===== config.mk =====
export PLATFORM = sky130hd
export DESIGN_NAME = shop_cmd_arbiter
export DESIGN_NICKNAME = d
export VERILOG_FILES = /design/src/rtl/shop_cmd_arbiter.sv
export SDC_FILE = /design/constraint.sdc
export NUM_CORES = 1
export LEC_CHECK = 0
export ABC_AREA = 1
export ABC_CLOCK_PERIOD_IN_PS = 3380
export BUFFER_PORTS_ARGS = -buffer_cell sky130_fd_sc_hd__buf_4
export CAP_MARGIN = 15
export CORE_AREA = 2 2 177 179
export CTS_CLUSTER_DIAMETER = 40
export DETAILED_ROUTE_END_ITERATION = 16
export DIE_AREA = 0 0 179 181
export PLACE_DENSITY = 0.65
export SKIP_LAST_GASP = 1
export SLEW_MARGIN = 30
export SYNTH_ARGS = -nofsm -noshare
export SYNTH_HDL_FRONTEND = slang
export SYNTH_SLANG_ARGS = --single-unit
export TNS_END_PERCENT = 10

===== constraint.sdc =====
create_clock -name i_clk -period 3.38 [get_ports i_clk]
set_input_delay 0.169 -clock i_clk [delete_from_list [all_inputs] [get_ports i_clk]]
set_output_delay 0.169 -clock i_clk [all_outputs]
set_load 0.005 [all_outputs]

===== src/rtl/shop_cmd_arbiter.sv =====
// Round-robin arbiter sharing the shop core command port between terminals.
// Tracks Login/Logout session locks with an idle timeout on the lock owner.
module shop_cmd_arbiter #(
  parameter int NUM_REQ = 4,
  parameter int A_BITS = 56,
  parameter int U_BITS = 4,
  parameter int O_BITS = 72,
  parameter int RESP_LAT = 3,
  parameter int LOCK_TIMEOUT = 16,
  parameter logic [A_BITS-1:0] CMD_KEY__LOGIN = A_BITS'("Login"),
  parameter logic [A_BITS-1:0] CMD_KEY__LOGOUT = A_BITS'("Logout")
) (
  input  logic                       i_clk,
  input  logic                       i_reset_n,
  input  logic [NUM_REQ-1:0]         i_req,
  input  logic [NUM_REQ*U_BITS-1:0]  i_req_u,
  input  logic [NUM_REQ*A_BITS-1:0]  i_req_a,
  output logic [NUM_REQ-1:0]         o_ack,
  output logic [O_BITS-1:0]          o_resp_a,
  output logic                       o_shop_rdy,
  output logic [U_BITS-1:0]          o_shop_u,
  output logic [A_BITS-1:0]          o_shop_a,
  input  logic [O_BITS-1:0]          i_shop_a,
  output logic                       o_busy,
  output logic                       o_lock_valid,
  output logic [2:0]                 o_lock_owner
);

  localparam int CW = $clog2(RESP_LAT) + 1;
  localparam int TW = $clog2(LOCK_TIMEOUT) + 1;
  localparam logic [NUM_REQ-1:0] ONE = NUM_REQ'(1);

  typedef enum logic [1:0] {
    S_IDLE,
    S_ISSUE,
    S_WAIT,
    S_RESP
  } state_t;

  state_t            state;
  logic [2:0]        rr_ptr;
  logic [2:0]        grant;
  logic [CW-1:0]     cnt;
  logic [TW-1:0]     idle_tmr;

  logic [NUM_REQ-1:0] owner_mask;
  logic [NUM_REQ-1:0] elig;
  logic               owner_req;
  logic               found;
  logic [2:0]         pick;
  logic [U_BITS-1:0]  u_sel;
  logic [A_BITS-1:0]  a_sel;
  int                 j_c;

  assign owner_mask = ONE << o_lock_owner;
  assign owner_req  = |(i_req & owner_mask);
  assign elig       = o_lock_valid ? (i_req & owner_mask) : i_req;
  assign o_busy     = (state != S_IDLE);

  // first eligible index scanning upward from rr_ptr, wrapping
  always_comb begin
    found = 1'b0;
    pick  = '0;
    j_c   = 0;
    for (int i = 0; i < NUM_REQ; i++) begin
      j_c = int'(rr_ptr) + i;
      if (j_c >= NUM_REQ) j_c = j_c - NUM_REQ;
      if (!found && ((elig >> j_c) & ONE) != '0) begin
        found = 1'b1;
        pick  = 3'(j_c);
      end
    end
    u_sel = U_BITS'(i_req_u >> (int'(pick) * U_BITS));
    a_sel = A_BITS'(i_req_a >> (int'(pick) * A_BITS));
  end

  always_ff @(posedge i_clk or negedge i_reset_n) begin
    if (!i_reset_n) begin
      state        <= S_IDLE;
      rr_ptr       <= '0;
      grant        <= '0;
      cnt          <= '0;
      idle_tmr     <= '0;
      o_ack        <= '0;
      o_resp_a     <= '0;
      o_shop_rdy   <= 1'b0;
      o_shop_u     <= '0;
      o_shop_a     <= '0;
      o_lock_valid <= 1'b0;
      o_lock_owner <= '0;
    end else begin
      o_shop_rdy <= 1'b0;
      o_ack      <= '0;
      unique case (state)
        S_IDLE: begin
          if (o_lock_valid) begin
            if (owner_req) begin
              idle_tmr <= '0;
            end else if (idle_tmr == TW'(LOCK_TIMEOUT - 1)) begin
              o_lock_valid <= 1'b0;
              o_lock_owner <= '0;
              idle_tmr     <= '0;
            end else begin
              idle_tmr <= idle_tmr + 1'b1;
            end
          end
          if (found) begin
            grant      <= pick;
            o_shop_u   <= u_sel;
            o_shop_a   <= a_sel;
            rr_ptr     <= (pick == 3'(NUM_REQ - 1)) ? 3'd0 : pick + 3'd1;
            o_shop_rdy <= 1'b1;
            state      <= S_ISSUE;
          end
        end
        S_ISSUE: begin
          cnt   <= CW'(RESP_LAT - 1);
          state <= S_WAIT;
          if (o_shop_a == CMD_KEY__LOGIN && !o_lock_valid) begin
            o_lock_valid <= 1'b1;
            o_lock_owner <= grant;
            idle_tmr     <= '0;
          end else if (o_shop_a == CMD_KEY__LOGOUT && o_lock_valid &&
                       grant == o_lock_owner) begin
            o_lock_valid <= 1'b0;
            o_lock_owner <= '0;
            idle_tmr     <= '0;
          end
        end
        S_WAIT: begin
          if (cnt == '0) begin
            o_resp_a <= i_shop_a;
            o_ack    <= ONE << grant;
            state    <= S_RESP;
          end else begin
            cnt <= cnt - 1'b1;
          end
        end
        S_RESP: begin
          state <= S_IDLE;
        end
      endcase
    end
  end

endmodule


# Word-level counts from Yosys, hierarchy flattened
# Cells that the tools add are included.
dict set report totals {
  reg_bits 157
  latch_bits 0
  ramBits 0
  rom_bits 0
  input_bits 318
  output_inout_bits 142
  word_cells 115
  mem_count 0
}
dict set report op_classes {
  addsub 10
  mul 1
  div 0
  magnitude_cmp 4
  n_eq_ne 15
  shift 8
  mux 41
  bitwise 1
  n_reduce_logical 23
}
# operator count
set ops {}
lappend ops {{right shift 224 x 9 -> 56 bit} 1}
lappend ops {{2-to-1 mux 32 bit} 4}
lappend ops {{right shift 4 x 32 -> 1 bit} 4}
lappend ops {{equality test 56 x 39 -> 1 bit, second input constant} 1}
lappend ops {{equality test 56 x 47 -> 1 bit, second input constant} 1}
lappend ops {{2-to-1 mux 3 bit} 11}
lappend ops {{2-to-1 mux 5 bit} 5}
lappend ops {{right shift 16 x 5 -> 4 bit} 1}
lappend ops {{subtractor 4 x 3 -> 5 bit, second input constant} 3}
lappend ops {{greater-or-equal comparator 4 x 3 -> 1 bit, second input constant} 3}
lappend ops {{2-to-1 mux 4 bit} 3}
lappend ops {{!= test 2 bit, second input constant} 6}
lappend ops {{case mux 3 bit (2 select lines)} 2}
lappend ops {{2-to-1 mux 1 bit} 11}
lappend ops {{case mux 5 bit (2 select lines)} 1}
lappend ops {{AND reduction 2 bit} 5}
lappend ops {{adder 3 x 2 -> 4 bit, second input constant} 2}
lappend ops {{case mux 2 bit (4 select lines)} 1}
lappend ops {{left shift 1 x 3 -> 4 bit, first input constant} 2}
lappend ops {{logical AND 1 bit} 6}
lappend ops {{multiplier 3 x 3 -> 6 bit, second input constant} 1}
lappend ops {{nonzero test 2 bit} 3}
lappend ops {{adder 5 x 1 -> 5 bit, second input constant} 1}
lappend ops {{equality test 5 x 4 -> 1 bit, second input constant} 1}
lappend ops {{19 further kinds} 24}

# Depth between registers and ports, before layout
dict set report depth {
  ltp_word 16
  mapped_depth 19
  ltp_nobuf 17
}

# Least setup slack after synthesis
# No wires, ideal clock.
dict set report synth_timing {
  path_type {flip-flop to flip-flop}
  startpoint {register rr_ptr[0]}
  endpoint {register rr_ptr[1]}
  setup_ps 128
  arrival_ps 2218
  required_ps 3252
  setup_slack_ps 1034
  stages_incl_launch_ff 18
  path_buffers 3
  synth_period_minus_slack_ps 2346
  path_cell_list {dfrtp_1 -> buf_4 -> inv_2 -> ha_1 -> inv_1 -> nand3_1 -> nand2_1 -> nor2_1 -> nand2_1 -> nand2_1 -> nand2_2 -> nand3_2 -> buf_4 -> buf_4 -> inv_1 -> ha_1 -> nand2_1 -> o21ai_0}
}
dict set report synth_between {
  elab_chain_cells 15
  word_cells_on_any_way 37
  classes_between {8 x add/sub; 4 x order compare; 1 x eq/ne; 4 x shift; 13 x mux; 7 x reduce/logical}
}
# element line_no
set synth_rtl {}
lappend synth_rtl {{start, declared} 41} ;# logic [2:0] rr_ptr;
lappend synth_rtl {{start signal, assigned} 111} ;# rr_ptr <= (pick == 3'(NUM_REQ - 1)) ? 3'd0 : pick + 3'd1;
lappend synth_rtl {{parallel branches: the longest is 12 deep, another holds subtractor 4 x 3 -> 5 bit} --}
lappend synth_rtl {{2-to-1 mux 3 bit (*)} 68} ;# if (!found && ((elig >> j_c) & ONE) != '0) begin
lappend synth_rtl {{net pick[0]} 50} ;# logic [2:0] pick;
lappend synth_rtl {{adder 3 x 1 -> 3 bit or equality test 3 x 2 -> 1 bit (tied branches)} 111}
lappend synth_rtl {{2-to-1 mux 3 bit (*)} 111}
# Mark *: on every way through the listed nets, which the timed path passes.
# A chain may end at the register's enable or synchronous reset.

# Final worst setup path
dict set report layout_timing {
  startpoint {register rr_ptr[0]}
  endpoint {register o_shop_a[16]}
}
dict set report layout_between {
  elab_chain_cells 15
  word_cells_on_any_way 36
  classes_between {7 x add/sub; 1 x mul; 4 x order compare; 5 x shift; 12 x mux; 7 x reduce/logical}
}
# element line_no
set layout_rtl {}
lappend layout_rtl {{parallel branches: the longest is 15 deep, another holds subtractor 4 x 3 -> 5 bit} --}
lappend layout_rtl {{end signal, assigned} 110} ;# o_shop_a <= a_sel;
lappend layout_rtl {{end, declared} 22} ;# output logic [A_BITS-1:0] o_shop_a,
# Several ways; the timed one is not identified.

==> run summary <==
Synthesis Warnings: 0
Total grt overflow: 0
Place WS: 0.3401 ns
Mean Syn Cell Area: 6.417 µm²
Post-synth ARST share: 100.0%
Cts bufs inserted: 17
Final instance area: 15200 µm²
Post-route insts no fill: 2450
Clock Tree Buf Depth: 2
Primary FF master, synth: dfrtp_1
Worst R2R Path Depth: 12
RSZ-0062 raised after global routing: no
Worst-path clk slew: 0.06 ns
IO buf count: 459
Initial Utilization: 33.28%
Initial antenna violation count: 0
Dpl hpwl: 29230 µm
Post-detailed-route wirelength per cell: 16.27 µm
CP max-delay cell: buf_4
Hold Crit Start: i_shop_a[42]
Area grow syn2layout: 50.51%
Post-route DRC: 0
Lkg Pwr: 8.890 nW
FP Rows: 64
# resized after CTS: 0
Bufs and invs on worst path: 3
Root Driver: clkbuf_16
End-of-flow core utilization: 50.09%
Final worst slack: 0.2555 ns
Synth Register Bits: 157
Vias per cell: 4.890
GPL Wtd Cong: 0.8881
Final hold violations: 0
EDFF count, synth: 0
Die W: 179 µm
CP arrival: 3.43 ns
Worst r2r src: rr_ptr[0]
Dpl cells: 2348
CP endpoint kind: flip-flop
Vias in the first global route: 11639
TritonCTS sink count: 157
Hold Crit Endpoint: o_resp_a[42]
H-tree depth: 4
Die span in y: 181 µm
CTS tree: done
Slowest stage delay, CP: 0.71 ns
Req. time, crit path: 3.69 ns
Cell mode on critical path: nand2_1
Tightest Pin Transition: 0.9560 ns
R2r endpoint: o_shop_a[16]
Crit-path max FO: 87
Delay-heaviest family, CP: simple AND/OR/NAND/NOR gates
Max Cap Violations: 0
Core Area: 30350 µm²
Setup TNS: 0 ns
IO Count: 460
Sequential-to-total area share from yosys stat: 38.90%
Max Clk Rate: 0.3201 GHz
Final wirelength: 39850 µm
Syn Inst Count: 1574
Vias: 11980
Reg2Reg Setup Slack: 0.26 ns
Critical path class: reg -> reg
Overall die area: 32400 µm²
Final setup viols: 0
GRT Util Overall: 24.43%
Final nets: 2369
Drt pass-1 iters: 6
Synth cell types: 32
Netlist Area Pre-Place: 10100 µm²
WHS Path Cells: 3
PwrDens: 1011 nW/µm²
Hold WC Path Type: in -> reg
Worst rel slew slack: 36.27%
Ratio of cells with drive above 1 in the final layout: 25.46%
# diodes: 0
VDD IR-drop max: 0.7540 mV
Largest net degree at the start of global routing: 122
CP Launch Type: flip-flop
Worst-path cell chain: inv_2 > ha_1 > inv_1 > nand3_1 > nand3_2 > nand4_4 > buf_4 > nand4_1 > nand3_1 > nand2_1 > nand2_1 > nand2_1
Fin. max-slew vios: 0
Worst skew pair latency: 0.42 ns
Clock period minus worst slack: 3.124 ns
Fin crit share: 92.44%
Syn_nets: 1901
Starting DRC count in detailed routing: 964
Status: finished clean
First-pass GRT wire length: 62410 µm
Post-Route Skew: 0.01582 ns
Cell Area, Placed: 13850 µm²
Final ANT Viol Nets: 0
## kinds of logic (layout without fill, tap and decap cells)
group / Yosys count / count (layout) / share of synthesized area [%]
AOI/OAI and AO/OA: 30 / 30 / 1.598
xor gates and xnor gates: 2 / 2 / 0.1734
adders and majority gates: 9 / 9 / 1.115
DFF: 157 / 157 / 38.90
buffers and inverters: 383 / 863 / 15.17
and+or+nand+nor: 993 / 993 / 43.04
## Yosys cell counts, types with 2 or more instances
cell	instances	area, µm²
a21oi_1	7	35.03
ha_1	9	112.6
nand2_1	649	2436
buf_2	40	200.2
o21ai_0	17	85.08
nor3_1	9	45.04
dfrtp_1	157	3929
inv_2	4	15.01
nand3_2	5	50.05
nor4_1	16	100.1
clkbuf_1	37	138.9
buf_4	12	90.09
buf_1	6	22.52
nor2_1	33	123.9
xor2_1	2	17.52
nand4_1	130	813.3
nand2_2	2	12.51
a31oi_1	2	12.51
inv_1	283	1062
nand3_1	142	710.7
## sequential cells by signal, summed over array words and instances (netlist names), 2 cells and up
| name | flops |
|---|---|
| state | 2 |
| rr_ptr | 3 |
| o_shop_u | 4 |
| o_resp_a | 72 |
| o_lock_owner | 3 |
| idle_tmr | 5 |
| cnt | 3 |
| grant | 3 |
| o_ack | 4 |
| o_shop_a | 56 |
## cell usage in the layout, fill, tap and decap left out, types with 2 or more instances in the layout
| cell type | n |
|---|---|
| buf_12 | 8 |
| ha_1 | 9 |
| nand2_1 | 648 |
| nand3_4 | 2 |
| a31oi_1 | 2 |
| nand4_1 | 130 |
| nand3_1 | 142 |
| clkinv_4 | 3 |
| o21ai_0 | 17 |
| a21oi_1 | 7 |
| xor2_1 | 2 |
| nor4_1 | 16 |
| nor2_1 | 32 |
| inv_1 | 282 |
| dlygate4sd3_1 | 71 |
| buf_4 | 464 |
| nor2_4 | 2 |
| bufinv_16 | 4 |
| nand3_2 | 3 |
| nand2_2 | 2 |
| nor3_1 | 9 |
| clkbuf_8 | 3 |
| clkbuf_16 | 17 |
| inv_2 | 5 |
| dfrtp_1 | 157 |
| inv_6 | 3 |
## tightest hold or removal path: stages
cell,delay (ns)
buf_4,0.08
nand2_1,0.09
nand2_1,0.08
## stage by stage
stage	hold slack, ns	power, mW
after detailed placement	0.2241	13.16
after floorplan	-0.1266	9.645
after global placement	0.2245	13.03
after CTS	0.006889	15.42
after global routing	0.01503	16.77
final	0.03364	15.36
## timing repair
action	CTS	global route
setup endpoints to repair	0	0
hold buffers	71	0
hold endpoints to repair	134	0
buffers inserted	0	0
## worst max-delay path by stage
stage                   endpoint       from  slack [ns]  cells past startpoint
finish              o_shop_a[16]  rr_ptr[0]        0.26                     12
global route        o_shop_a[16]  rr_ptr[0]        0.05                     12
CTS                    rr_ptr[1]  rr_ptr[0]        0.33                     13
detailed placement  o_shop_a[16]  rr_ptr[0]        0.34                     12
global placement    o_shop_a[16]  rr_ptr[0]        0.38                     12
floorplan              rr_ptr[1]  rr_ptr[0]        1.03                     17
## routing by layer
metal	up-vias	routed length, µm	global-route usage, %	share of wire (%)
li1	5806	-	-	-
met1	5608	16140	30.78	40
met2	480	19700	41.49	49
met3	86	2478	3.851	6.2
met4	0	1531	9.724	3.8
met5	-	0	0	0
## cell type report
type	count	area (µm²)
fillers	2992	15150
multi-input cells	1034	4686
repair buffers	544	4365
flip-flops and latches	157	3929
inverters	288	1081
well taps	396	495.5
clock buffers	20	466.7
clock inverters	11	180.2
## where the power goes
group / total, mW / switching (mW) / internal [mW]
clock network: 2.12 / 0.816 / 1.31
logic: 9.74 / 5.97 / 3.77
registers: 3.51 / 0.717 / 2.79
total: 15.4 / 7.50 / 7.86
No activity file was read; power rests on OpenSTA's default activity.
